[src/rtl/mcp3202_emu_pkg.sv]
`timescale 1ns/1ps
// mcp3202_emu_pkg: shared types, widths and cycle-conversion helpers for the
// MCP3202 responder model.
package mcp3202_emu_pkg;

    localparam int unsigned SAMPLE_W = 12;

    // ceil(ns * fclk / 1e9) in 64-bit integer arithmetic
    function automatic int unsigned ns2cyc(input int unsigned ns, input int unsigned fclk);
        longint unsigned prod;
        prod = 64'(ns) * 64'(fclk);
        return 32'((prod + 64'd999_999_999) / 64'd1_000_000_000);
    endfunction

    // Cycle constants at the default 100 MHz fabric clock
    localparam int unsigned TCSH_CYC_DEF    = ns2cyc(500, 100_000_000);
    localparam int unsigned TSUCS_CYC_DEF   = ns2cyc(100, 100_000_000);
    localparam int unsigned SCK_MIN_CYC_DEF = ns2cyc(1112, 100_000_000);
    localparam int unsigned SCK_MAX_CYC_DEF = ns2cyc(100_000, 100_000_000);

    // Counter must hold SCK_MAX+1 at the fastest legal fabric clock
    localparam int unsigned CNT_W = $clog2(ns2cyc(100_000, 200_000_000) + 2);

    typedef enum logic [3:0] {
        ST_IDLE,
        ST_WAIT_START,
        ST_GET_SGL,
        ST_GET_ODD,
        ST_GET_MSBF,
        ST_NULL_BIT,
        ST_TX_MSB,
        ST_TX_LSB,
        ST_ZERO_FILL
    } state_t;

    // Channel / pseudo-differential selection; negative differences clamp to 0
    function automatic logic [SAMPLE_W-1:0] sel_sample(
        input logic                sgl,
        input logic                odd,
        input logic [SAMPLE_W-1:0] ch0,
        input logic [SAMPLE_W-1:0] ch1
    );
        logic [SAMPLE_W:0] diff;
        diff = odd ? ({1'b0, ch1} - {1'b0, ch0}) : ({1'b0, ch0} - {1'b0, ch1});
        if (sgl) begin
            return odd ? ch1 : ch0;
        end
        return diff[SAMPLE_W] ? '0 : diff[SAMPLE_W-1:0];
    endfunction

endpackage

[src/rtl/mcp3202_adc_emulator_sync.sv]
`timescale 1ns/1ps
// sync_edge_det: multi-flop synchronizer with one-cycle edge pulses.
//   i_clk, i_rst   fabric clock, synchronous active-high reset
//   i_async        asynchronous input
//   o_level        synchronized level (flop output)
//   o_rise_c       combinational one-cycle rise pulse on o_level
//   o_fall_c       combinational one-cycle fall pulse on o_level
module sync_edge_det #(
    parameter int unsigned DEPTH = 2
) (
    input  logic i_clk,
    input  logic i_rst,
    input  logic i_async,
    output logic o_level,
    output logic o_rise_c,
    output logic o_fall_c
);

    logic [DEPTH-1:0] r_sync;
    logic             r_prev;

    always_ff @(posedge i_clk) begin
        if (i_rst) begin
            r_sync <= '0;
            r_prev <= 1'b0;
        end else begin
            r_sync <= {r_sync[DEPTH-2:0], i_async};
            r_prev <= r_sync[DEPTH-1];
        end
    end

    assign o_level  = r_sync[DEPTH-1];
    assign o_rise_c = r_sync[DEPTH-1] & ~r_prev;
    assign o_fall_c = ~r_sync[DEPTH-1] & r_prev;

endmodule

[src/rtl/mcp3202_adc_emulator.sv]
`timescale 1ns/1ps
// mcp3202_adc_emulator: MCP3202 SPI ADC responder for hardware-in-loop tests.
//   i_clk, i_rst                fabric clock, synchronous active-high reset
//   i_cs, i_sck, i_mosi         asynchronous SPI inputs (cs active low)
//   o_miso, o_miso_oe           DOUT and its output enable
//   i_ch0_sample, i_ch1_sample  12-bit channel values
//   o_cfg_valid/sgl/odd/msbf    captured configuration (valid pulses on MSBF)
//   o_xfer_done                 pulse on cs rise after a complete MSB-first word
//   o_err_*, i_err_clr          sticky timing-violation flags and their clear
module mcp3202_adc_emulator
    import mcp3202_emu_pkg::*;
#(
    parameter int unsigned FCLK         = 100_000_000,
    parameter int unsigned SYNC_STAGES  = 2,
    parameter int unsigned TCSH_MIN_NS  = 500,
    parameter int unsigned TSUCS_MIN_NS = 100,
    parameter int unsigned SCK_MIN_NS   = 1112,
    parameter int unsigned SCK_MAX_NS   = 100_000
) (
    input  logic                i_clk,
    input  logic                i_rst,
    input  logic                i_cs,
    input  logic                i_sck,
    input  logic                i_mosi,
    output logic                o_miso,
    output logic                o_miso_oe,
    input  logic [SAMPLE_W-1:0] i_ch0_sample,
    input  logic [SAMPLE_W-1:0] i_ch1_sample,
    output logic                o_cfg_valid,
    output logic                o_cfg_sgl,
    output logic                o_cfg_odd,
    output logic                o_cfg_msbf,
    output logic                o_xfer_done,
    output logic                o_err_tcsh,
    output logic                o_err_tsucs,
    output logic                o_err_sck_fast,
    output logic                o_err_sck_slow,
    input  logic                i_err_clr
);

    localparam logic [CNT_W-1:0] K_TCSH    = CNT_W'(ns2cyc(TCSH_MIN_NS, FCLK));
    localparam logic [CNT_W-1:0] K_TSUCS   = CNT_W'(ns2cyc(TSUCS_MIN_NS, FCLK));
    localparam logic [CNT_W-1:0] K_SCK_MIN = CNT_W'(ns2cyc(SCK_MIN_NS, FCLK));
    localparam logic [CNT_W-1:0] K_SCK_MAX = CNT_W'(ns2cyc(SCK_MAX_NS, FCLK));
    localparam logic [3:0]       K_IDX_TOP = 4'(SAMPLE_W - 1);

    logic w_cs, w_cs_rise, w_cs_fall;
    logic w_unused_sck, w_sck_rise, w_sck_fall;
    logic w_mosi, w_unused_mosi_rise, w_unused_mosi_fall;

    sync_edge_det #(.DEPTH(SYNC_STAGES)) u_sync_cs (
        .i_clk(i_clk), .i_rst(i_rst), .i_async(i_cs),
        .o_level(w_cs), .o_rise_c(w_cs_rise), .o_fall_c(w_cs_fall)
    );
    sync_edge_det #(.DEPTH(SYNC_STAGES)) u_sync_sck (
        .i_clk(i_clk), .i_rst(i_rst), .i_async(i_sck),
        .o_level(w_unused_sck), .o_rise_c(w_sck_rise), .o_fall_c(w_sck_fall)
    );
    sync_edge_det #(.DEPTH(SYNC_STAGES)) u_sync_mosi (
        .i_clk(i_clk), .i_rst(i_rst), .i_async(i_mosi),
        .o_level(w_mosi), .o_rise_c(w_unused_mosi_rise), .o_fall_c(w_unused_mosi_fall)
    );

    state_t              r_state, w_state_nx;
    logic [3:0]          r_idx, w_idx_nx;
    logic [SAMPLE_W-1:0] r_word, w_word_nx;
    logic                r_miso, w_miso_nx, r_oe, w_oe_nx;
    logic                r_sgl, w_sgl_nx, r_odd, w_odd_nx, r_msbf, w_msbf_nx;
    logic                r_cfg_valid, w_cfg_valid_nx, r_xfer_done, w_xfer_done_nx;
    logic [CNT_W-1:0]    r_tcsh_cnt, r_sck_cnt;
    logic                r_seen_rise;
    logic                r_err_tcsh, r_err_tsucs, r_err_fast, r_err_slow;

    // sck edges only count while a frame is open (cs low and out of IDLE)
    logic w_active, w_rise_g, w_fall_g;
    assign w_active = ~w_cs & (r_state != ST_IDLE);
    assign w_rise_g = w_sck_rise & w_active;
    assign w_fall_g = w_sck_fall & w_active;

    // cs-high time, saturating at the minimum
    always_ff @(posedge i_clk) begin
        if (i_rst || w_cs_rise) begin
            r_tcsh_cnt <= '0;
        end else if (r_state == ST_IDLE && w_cs && r_tcsh_cnt < K_TCSH) begin
            r_tcsh_cnt <= r_tcsh_cnt + CNT_W'(1);
        end
    end

    // Shared counter: cs fall to first rise, then rise-to-rise; reads N after N cycles
    always_ff @(posedge i_clk) begin
        if (i_rst) begin
            r_sck_cnt   <= '0;
            r_seen_rise <= 1'b0;
        end else if (w_cs_fall) begin
            r_sck_cnt   <= CNT_W'(1);
            r_seen_rise <= 1'b0;
        end else if (w_rise_g) begin
            r_sck_cnt   <= CNT_W'(1);
            r_seen_rise <= 1'b1;
        end else if (w_active && r_sck_cnt <= K_SCK_MAX) begin
            r_sck_cnt <= r_sck_cnt + CNT_W'(1);
        end
    end

    logic w_tcsh_viol, w_tsucs_viol, w_fast_viol, w_slow_viol;
    assign w_tcsh_viol  = (r_state == ST_IDLE) & w_cs_fall & (r_tcsh_cnt < K_TCSH);
    assign w_tsucs_viol = w_rise_g & ~r_seen_rise & (r_sck_cnt < K_TSUCS);
    assign w_fast_viol  = w_rise_g & r_seen_rise & (r_sck_cnt < K_SCK_MIN);
    assign w_slow_viol  = w_active & r_seen_rise & (r_sck_cnt > K_SCK_MAX);

    // Sticky flags; a same-cycle violation beats the clear
    always_ff @(posedge i_clk) begin
        if (i_rst) begin
            r_err_tcsh  <= 1'b0;
            r_err_tsucs <= 1'b0;
            r_err_fast  <= 1'b0;
            r_err_slow  <= 1'b0;
        end else begin
            r_err_tcsh  <= (r_err_tcsh  & ~i_err_clr) | w_tcsh_viol;
            r_err_tsucs <= (r_err_tsucs & ~i_err_clr) | w_tsucs_viol;
            r_err_fast  <= (r_err_fast  & ~i_err_clr) | w_fast_viol;
            r_err_slow  <= (r_err_slow  & ~i_err_clr) | w_slow_viol;
        end
    end

    // Frame FSM state and registered outputs
    always_ff @(posedge i_clk) begin
        if (i_rst) begin
            r_state     <= ST_IDLE;
            r_idx       <= '0;
            r_word      <= '0;
            r_miso      <= 1'b0;
            r_oe        <= 1'b0;
            r_sgl       <= 1'b0;
            r_odd       <= 1'b0;
            r_msbf      <= 1'b0;
            r_cfg_valid <= 1'b0;
            r_xfer_done <= 1'b0;
        end else begin
            r_state     <= w_state_nx;
            r_idx       <= w_idx_nx;
            r_word      <= w_word_nx;
            r_miso      <= w_miso_nx;
            r_oe        <= w_oe_nx;
            r_sgl       <= w_sgl_nx;
            r_odd       <= w_odd_nx;
            r_msbf      <= w_msbf_nx;
            r_cfg_valid <= w_cfg_valid_nx;
            r_xfer_done <= w_xfer_done_nx;
        end
    end

    // Next-state: decode on sck rise, shift on sck fall, cs rise ends any frame
    always_comb begin
        w_state_nx      = r_state;
        w_idx_nx        = r_idx;
        w_word_nx       = r_word;
        w_miso_nx       = r_miso;
        w_oe_nx         = r_oe;
        w_sgl_nx        = r_sgl;
        w_odd_nx        = r_odd;
        w_msbf_nx       = r_msbf;
        w_cfg_valid_nx  = 1'b0;
        w_xfer_done_nx  = 1'b0;
        if (w_cs_rise) begin
            w_state_nx     = ST_IDLE;
            w_oe_nx        = 1'b0;
            w_miso_nx      = 1'b0;
            w_xfer_done_nx = (r_state == ST_TX_LSB) || (r_state == ST_ZERO_FILL);
        end else begin
            case (r_state)
                ST_IDLE: begin
                    if (w_cs_fall) w_state_nx = ST_WAIT_START;
                end
                ST_WAIT_START: begin
                    if (w_rise_g && w_mosi) w_state_nx = ST_GET_SGL;
                end
                ST_GET_SGL: begin
                    if (w_rise_g) begin
                        w_sgl_nx   = w_mosi;
                        w_state_nx = ST_GET_ODD;
                    end
                end
                ST_GET_ODD: begin
                    if (w_rise_g) begin
                        w_odd_nx   = w_mosi;
                        w_state_nx = ST_GET_MSBF;
                    end
                end
                ST_GET_MSBF: begin
                    if (w_rise_g) begin
                        w_msbf_nx      = w_mosi;
                        w_cfg_valid_nx = 1'b1;
                        w_word_nx      = sel_sample(r_sgl, r_odd, i_ch0_sample, i_ch1_sample);
                        w_state_nx     = ST_NULL_BIT;
                    end
                end
                ST_NULL_BIT: begin
                    if (w_fall_g) begin
                        w_oe_nx    = 1'b1;
                        w_miso_nx  = 1'b0;
                        w_idx_nx   = K_IDX_TOP;
                        w_state_nx = ST_TX_MSB;
                    end
                end
                ST_TX_MSB: begin
                    if (w_fall_g) begin
                        w_miso_nx = r_word[r_idx];
                        if (r_idx == 4'd0) begin
                            if (r_msbf) begin
                                w_state_nx = ST_ZERO_FILL;
                            end else begin
                                w_idx_nx   = 4'd1;
                                w_state_nx = ST_TX_LSB;
                            end
                        end else begin
                            w_idx_nx = r_idx - 4'd1;
                        end
                    end
                end
                ST_TX_LSB: begin
                    if (w_fall_g) begin
                        w_miso_nx = r_word[r_idx];
                        if (r_idx == K_IDX_TOP) w_state_nx = ST_ZERO_FILL;
                        else                    w_idx_nx   = r_idx + 4'd1;
                    end
                end
                ST_ZERO_FILL: begin
                    if (w_fall_g) w_miso_nx = 1'b0;
                end
                default: w_state_nx = ST_IDLE;
            endcase
        end
    end

    assign o_miso         = r_miso;
    assign o_miso_oe      = r_oe;
    assign o_cfg_valid    = r_cfg_valid;
    assign o_cfg_sgl      = r_sgl;
    assign o_cfg_odd      = r_odd;
    assign o_cfg_msbf     = r_msbf;
    assign o_xfer_done    = r_xfer_done;
    assign o_err_tcsh     = r_err_tcsh;
    assign o_err_tsucs    = r_err_tsucs;
    assign o_err_sck_fast = r_err_fast;
    assign o_err_sck_slow = r_err_slow;

endmodule
[config.mk]
export PLATFORM = sky130hd
export DESIGN_NAME = mcp3202_adc_emulator
export DESIGN_NICKNAME = d
export VERILOG_FILES = /design/src/rtl/mcp3202_emu_pkg.sv /design/src/rtl/mcp3202_adc_emulator_sync.sv /design/src/rtl/mcp3202_adc_emulator.sv
export SDC_FILE = /design/constraint.sdc
export NUM_CORES = 1
export LEC_CHECK = 0
export CORE_MARGIN = 4
export CORE_UTILIZATION = 35
export DETAILED_ROUTE_END_ITERATION = 8
export PLACE_DENSITY_LB_ADDON = 0.3
export SLEW_MARGIN = 30
export SYNTH_ARGS = -nofsm -noshare
export SYNTH_HDL_FRONTEND = slang
export SYNTH_SLANG_ARGS = --single-unit
[constraint.sdc]
create_clock -name i_clk -period 3 [get_ports i_clk]
set_input_delay 0.3 -clock i_clk [delete_from_list [all_inputs] [get_ports i_clk]]
set_output_delay 0.3 -clock i_clk [all_outputs]
set_load 0.03 [all_outputs]
==> results.sh, run 1 <==
export IMPL_via_per_inst=5.25
export IMPL_setup_viol=0
export IMPL_clock_sinks=70
export IMPL_drt_iter0_drc=196
export IMPL_ctsLongestPathBuffers=2
export IMPL_slowest_delay_ps=600
export IMPL_rows=41
export IMPL_io_pins=41
export IMPL_wl_per_cell_um=13.8
export IMPL_overflow=0
export IMPL_leakage_nw=2.15
export IMPL_antenna_found_initial=0
export IMPL_hold_violations=0
export IMPL_synth_area_mm2=0.00451
export IMPL_yosysTopAreaCell="dfxtp_1"
export IMPL_cts_buffers=9
export IMPL_cts_htree_levels=3
export IMPL_rsz0062_at_grt="false"
export IMPL_dieArea_mm2=0.0148
export IMPL_hpwl_um=8060
export IMPL_cp_start_kind="input pin"
export IMPL_regToRegSetupSlack_ps=430
export IMPL_grt_pass1_vias=4025
export IMPL_grtUsageTotal_pct=15.2
export IMPL_cap_violations=0
export IMPL_ff2ff_path_depth=8
export IMPL_clock_root_buffer="clkbuf_16"
export IMPL_coreArea_mm2=0.0126
export IMPL_die_y_um=122
export IMPL_synthDominantCellAreaShare_pct=31.1
export IMPL_syn_inst=576
export IMPL_synth_xor_area_share_pct=4.27
export IMPL_tns_ps=0
export IMPL_peakVddDrop_mv=0.243
export IMPL_min_delay_start="u_sync_cs.r_sync[0]"
export IMPL_drv_slew=0
export IMPL_crit_slowest_cell="o311ai_0"
export IMPL_grt_max_degree=34
export IMPL_crit_path_end_kind="flip-flop"
export IMPL_ys_types=66
export IMPL_criticalPathCategory="in -> reg"
export IMPL_drt_pass1_iterations=4
export IMPL_tritoncts="yes"
export IMPL_cts_hold_buf=0
export IMPL_worstHoldPathType="reg -> reg"
export IMPL_ys_seq_elements=70
export IMPL_num_antenna_cells=0
export IMPL_clock_latency_ps=330
export IMPL_routed_wirelength_um=10800
export IMPL_synth_area_per_cell_um2=7.83
export IMPL_clk_pin_slew_ps=60
export IMPL_fin_crit_sh_pct=86.7
export IMPL_relSlewSlack_pct=51.5
export IMPL_critPathMostFrequentCell="nand2_1"
export IMPL_synth_simple_area_share_pct=23.8
export IMPL_synth_top_family_by_area="simple AND/OR/NAND/NOR gates"
export IMPL_place_congestion=0.935
export IMPL_synth_edf_count=0
export IMPL_outcome="complete, no violations"
export IMPL_arrival_ps=2810
export IMPL_vias=4089
export IMPL_yosysSeqAreaShare_pct=31.1
export IMPL_cp_max_fo=4
export IMPL_fin_crit_ps=2600
export IMPL_syn_to_final_growth_pct=20.4
export IMPL_synth_compound_area_share_pct=21.7
export IMPL_whs_path_depth=1
export IMPL_async_flop_share_pct=0
export IMPL_layout_drive_gt1_share_pct=6.92
export IMPL_cp_data_required_time_ps=3200
export IMPL_nets=662
export IMPL_ys_flop_type="dfxtp_1"
export IMPL_syn_nets=636
export IMPL_drc=0
export IMPL_synth_mux_area_share_pct=4.41
export IMPL_min_to="u_sync_cs.r_sync[1]"
export IMPL_r2r_end="r_state[1]"
export IMPL_final_setup_skew_ps=9.34
export IMPL_grt_pass1_wl_um=18600
export IMPL_worst_slew_pin_slew_ps=725
export IMPL_final_util_pct=43.0
export IMPL_die_w_um=122
export IMPL_fmax_mhz=384
export IMPL_initial_core_util_pct=35.7
export IMPL_drt_antenna_violating_nets=0
export IMPL_power_density_mw_per_mm2=476
export IMPL_power_mw=2.59
export IMPL_yosys_area_share_adder_pct=8.66
export IMPL_fill_cells=1279
export IMPL_io_buffers=40
export IMPL_ys_warn_count=0
export IMPL_worstPathCellList="clkdlybuf4s50_1, inv_1, ha_1, nand2_1, o2111ai_1, nand2_1, o311ai_0, mux2i_1, o22ai_1"
export IMPL_r2r_start="r_idx[0]"
export IMPL_synth_area_top_cells="dfxtp_1 (31%), ha_1 (7.8%), a21oi_1 (6.3%), o21ai_0 (5.0%), nand2_1 (4.3%)"
-- flip-flops by register name (all words and copies together), names as in the netlist, 2 cells and up --
name	cells
u_sync_sck.r_sync	2
u_sync_mosi.r_sync	2
r_tcsh_cnt	15
u_sync_cs.r_sync	2
r_state	4
r_word	12
r_idx	4
r_sck_cnt	15
-- metal layers --
metal  part of all wire [%]  vias up  wire (µm)  track usage [%]
li1                       -     2095          -                -
met1                     47     1912       5060             19.5
met2                     48       70       5210             26.1
met3                    3.6       12        387             3.50
met4                    1.1        0        124             3.22
met5                      0        -          0                0
-- worst max path at each step --
| stage | endpoint | cells past startpoint | start | slack (ps) |
|---|---|---|---|---|
| after global placement | r_word[2] | 11 | i_ch0_sample[0] | 30 |
| after detailed placement | r_word[1] | 11 | i_ch0_sample[0] | -100 |
| after global routing | r_state[1] | 8 | r_idx[0] | 210 |
| after CTS | r_word[1] | 11 | i_ch0_sample[0] | 260 |
| after floorplan | r_state[1] | 9 | r_idx[0] | 660 |
| final | r_word[11] | 9 | i_ch0_sample[1] | 400 |
-- synthesized netlist by cell type (5+ instances only) --
library cell,count
a211oi_1,7
a21oi_1,57
and2_1,12
and3_1,12
clkbuf_1,29
dfxtp_1,70
ha_1,28
inv_1,37
mux2i_1,12
nand2_1,52
nand3_1,16
nand4_1,8
nor2_1,50
nor2b_1,12
nor3_1,10
nor4_1,7
o211ai_1,5
o21ai_0,45
o22ai_1,5
xnor2_1,5
xor2_1,17
-- cell families (layout without fill, tap and decap cells) --
group / count (synthesis) / in the layout
compound gates: 159 / 159
xor+xnor: 22 / 22
fa+ha+maj: 30 / 30
buf+inv: 73 / 104
flops: 70 / 70
mux: 16 / 16
simple gates: 206 / 206
-- final cells by class --
class                      instances  area, µm²  area share, %
tap                              172        215           3.96
inverter                          38        143           2.63
multi-input combinational        433       2840           52.3
clock buffer                      10        239           4.40
timing repair buffer              50        475           8.75
clock inverter                     6        116           2.14
sequential                        70       1400           25.8
-- stage by stage --
stage / setup WS [ps] / hold WS, ps / instance area [µm²] / instances
5_1_grt: 215 / 472 / 5430 / 779
2_1_floorplan: 656 / 414 / 4510 / 576
6_report: 399 / 446 / 5430 / 779
3_5_place_dp: -104 / 430 / 5070 / 763
3_3_place_gp: 29.0 / 424 / 5070 / 763
4_1_cts: 261 / 451 / 5430 / 779
-- repair_timing --
item,CTS,global route
gates resized for setup,0,1
endpoints found under the setup margin,0,7
setup buffers,0,0
-- report_power, final --
group	total (mW)	switching (mW)	internal, mW	leakage, nW
registers	0.954	0.0123	0.942	0.565
logic	0.389	0.223	0.166	1.41
clock network	1.24	0.403	0.840	0.173
total	2.59	0.639	1.95	2.15
-- placed cells by master, fill, tap and decap left out, drive strengths merged, types with 5 or more instances in the layout --
master	instances
inv	38
buf	10
xor2	17
nor4	8
mux2i	12
nand2	52
clkdlybuf4s50	40
a211oi	8
nor2b	12
dfxtp	70
and3	12
o22ai	5
o21ai	46
nor2	50
clkbuf	10
nand4	8
nor3	11
o211ai	5
ha	28
and2	12
nand3	16
xnor2	5
a21oi	57
-- worst max-delay path, delay by kind of cell --
kind,cells,cell delay (ps)
AOI/OAI and AO/OA,3,1020
buffers and inverters,2,670
muxes,1,250
adders and majority gates,1,340
and+or+nand+nor,2,220
No activity file was read; power rests on OpenSTA's default activity.
==> inputs of run 2 (changes only) <==
==> constraint.sdc (replaced) <==
create_clock -name i_clk -period 2.15 [get_ports i_clk]
set_input_delay 0.215 -clock i_clk [delete_from_list [all_inputs] [get_ports i_clk]]
set_output_delay 0.215 -clock i_clk [all_outputs]
set_load 0.03 [all_outputs]
==> run 2 against run 1 <==
Effect of this change:
- final area up 13%
- final cell count up 9.8%
- clock skew down 0.67 ps
- combinational power up 89%
- global-route usage up 0.55 points
- clock power up 12%
- register-to-register slack worse by 320 ps
- via count up 8.7%
- hold slack worse by 3.0 ps
- critical path type is now reg -> reg
- critical endpoint is now o_miso
- largest power group unchanged
- highest routed layer unchanged
==> results.sh, run 2 (synthesized netlist as in run 1, its figures left out) <==
export IMPL_worstPathCellList="nor4_4, nor3_2, a2111oi_2, a211oi_2, buf_4, nand2b_1, a32o_1"
export IMPL_fin_crit_sh_pct=94.9
export IMPL_peakVddDrop_mv=0.410
export IMPL_crit_slowest_cell="a2111oi_2"
export IMPL_vias=4445
export IMPL_r2r_end="o_miso"
export IMPL_grt_max_degree=25
export IMPL_coreArea_mm2=0.0126
export IMPL_tritoncts="yes"
export IMPL_drt_iter0_drc=244
export IMPL_slowest_delay_ps=410
export IMPL_cap_violations=0
export IMPL_ctsLongestPathBuffers=2
export IMPL_relSlewSlack_pct=51.6
export IMPL_p_int_mw=2.50
export IMPL_leakage_nw=2.53
export IMPL_switching_share_pct=27.5
export IMPL_rows=41
export IMPL_initial_core_util_pct=35.7
export IMPL_final_setup_skew_ps=8.67
export IMPL_drv_slew=0
export IMPL_regToRegSetupSlack_ps=110
export IMPL_preCtsSetupSlack_ps=-548
export IMPL_overflow=0
export IMPL_grtUsageTotal_pct=15.7
export IMPL_clk_pin_slew_ps=60
export IMPL_cp_data_required_time_ps=2370
export IMPL_worst_slack_ps=110
export IMPL_cts_buffers=9
export IMPL_via_per_inst=5.20
export IMPL_dpl_cell_area_mm2=0.00561
export IMPL_syn_to_final_growth_pct=36.0
export IMPL_nets=738
export IMPL_routed_wirelength_um=11700
export IMPL_wl_per_cell_um=13.6
export IMPL_grt_pass1_wl_um=19300
export IMPL_place_congestion=0.944
export IMPL_layout_common_cells="buf_4 (83), dfxtp_1 (70), a21oi_1 (52), nand2_1 (52), nor2_1 (49)"
export IMPL_crit_path_end_kind="flip-flop"
export IMPL_clock_power_share_pct=40.2
export IMPL_final_area_mm2=0.00613
export IMPL_grt_pass1_vias=4246
export IMPL_cp_start_kind="flip-flop"
export IMPL_arrival_ps=2260
export IMPL_layout_drive_gt1_share_pct=20.8
export IMPL_worstHoldPathType="reg -> reg"
export IMPL_cts_hold_buf=0
export IMPL_fmax_mhz=490
export IMPL_r2r_start="r_state[0]"
export IMPL_cp_max_fo=6
export IMPL_setup_viol=0
export IMPL_largestRegisters="r_sck_cnt: 15 flops, r_tcsh_cnt: 15 flops, r_word: 12 flops"
export IMPL_layout_commonest_cell="buf_4"
export IMPL_io_pins=41
export IMPL_whs_path_depth=1
export IMPL_hpwl_um=8700
export IMPL_p_switching_uw=950
export IMPL_dieArea_mm2=0.0148
export IMPL_clock_root_buffer="clkbuf_16"
export IMPL_hold_violations=0
export IMPL_ff2ff_path_depth=7
export IMPL_outcome="complete, no violations"
export IMPL_tns_ps=0
export IMPL_clock_latency_ps=330
export IMPL_worst_slew_pin_slew_ps=726
export IMPL_cts_htree_levels=3
export IMPL_drt_pass1_iterations=4
export IMPL_min_to="u_sync_sck.r_sync[1]"
export IMPL_drt_antenna_violating_nets=0
export IMPL_drc=0
export IMPL_die_w_um=122
export IMPL_power_density_mw_per_mm2=563
export IMPL_power_frac_comb_pct=21.2
export IMPL_num_antenna_cells=0
export IMPL_clock_sinks=70
export IMPL_seqPwrFrac_pct=38.6
export IMPL_fin_crit_ps=2040
export IMPL_antenna_found_initial=0
export IMPL_criticalPathCategory="reg -> reg"
export IMPL_die_y_um=122
export IMPL_io_buffers=40
export IMPL_min_delay_start="u_sync_sck.r_sync[0]"
[run 2: cell count changes in the layout (fill, tap and decap cells not counted), sizes merged]
cell | before | now
bufinv | 3 | 0
clkinv | 3 | 2
inv | 38 | 39
clkinvlp | 0 | 3
buf | 10 | 86
dlymetal6s2s | 0 | 2
dlygate4sd2 | 0 | 1
clkdlybuf4s50 | 40 | 37
[run 2: power groups by stage]
stage | Sequential (mW) | Combinational, mW | Clock (mW)
after global routing | 1.33 | 0.806 | 1.46
after detailed placement | 1.36 | 0.659 | 0
after CTS | 1.33 | 0.680 | 1.42
after floorplan | 1.36 | 0.364 | 0
after global placement | 1.36 | 0.651 | 0
final | 1.33 | 0.734 | 1.39
[run 2: routing by layer]
metal  GRT usage [%]  vias to the layer above  part of all wire (%)
met1            20.0                     2088                    46
li1                -                     2254                     -
met3            2.24                       14                   3.2
met2            27.7                       89                    49
met4            4.69                        0                   1.6
met5               0                        -                     0
[run 2: final cells by class]
cell class,instances,area [µm²]
multi-input combinational,433,3010
clock inverter,6,45.0
inverter,38,143
clock buffer,10,239
sequential,70,1400
timing repair buffer,126,1080
fill,1246,6480
tap,172,215
[run 2: worst max path at each step]
stage | start | endpoint | slack [ps] | cells after the start
4_1_cts | i_ch0_sample[0] | r_word[2] | 20 | 12
5_1_grt | i_ch0_sample[6] | r_word[7] | -10 | 11
3_3_place_gp | i_ch0_sample[2] | r_word[11] | -540 | 10
6_report | r_state[0] | o_miso | 110 | 7
2_1_floorplan | r_idx[1] | r_state[1] | 0.4 | 9
3_5_place_dp | i_ch0_sample[2] | r_word[11] | -550 | 10
[run 2: metrics by stage]
stage | power (mW) | util, % | hold WS (ps) | cells
floorplan | 1.72 | - | 343 | 576
finish | 3.45 | 48.6 | 443 | 855
detailed placement | 2.02 | 44.4 | 444 | 829
global route | 3.60 | 48.6 | 459 | 855
CTS | 3.43 | 47.2 | 451 | 851
global placement | 2.01 | 44.4 | 430 | 829
[run 2: what timing repair did]
item	in CTS	in global routing
cloned	1	0
pin swaps	3	11
setup endpoints to repair	12	16
buffers inserted	5	5
gates resized for setup	11	25
[run 2: worst max-delay path: cells and delay by family (launching register included)]
kind            cells  cell delay, ps
simple gates        3             660
buf+inv             1             170
compound gates      3             750
flops               1             360
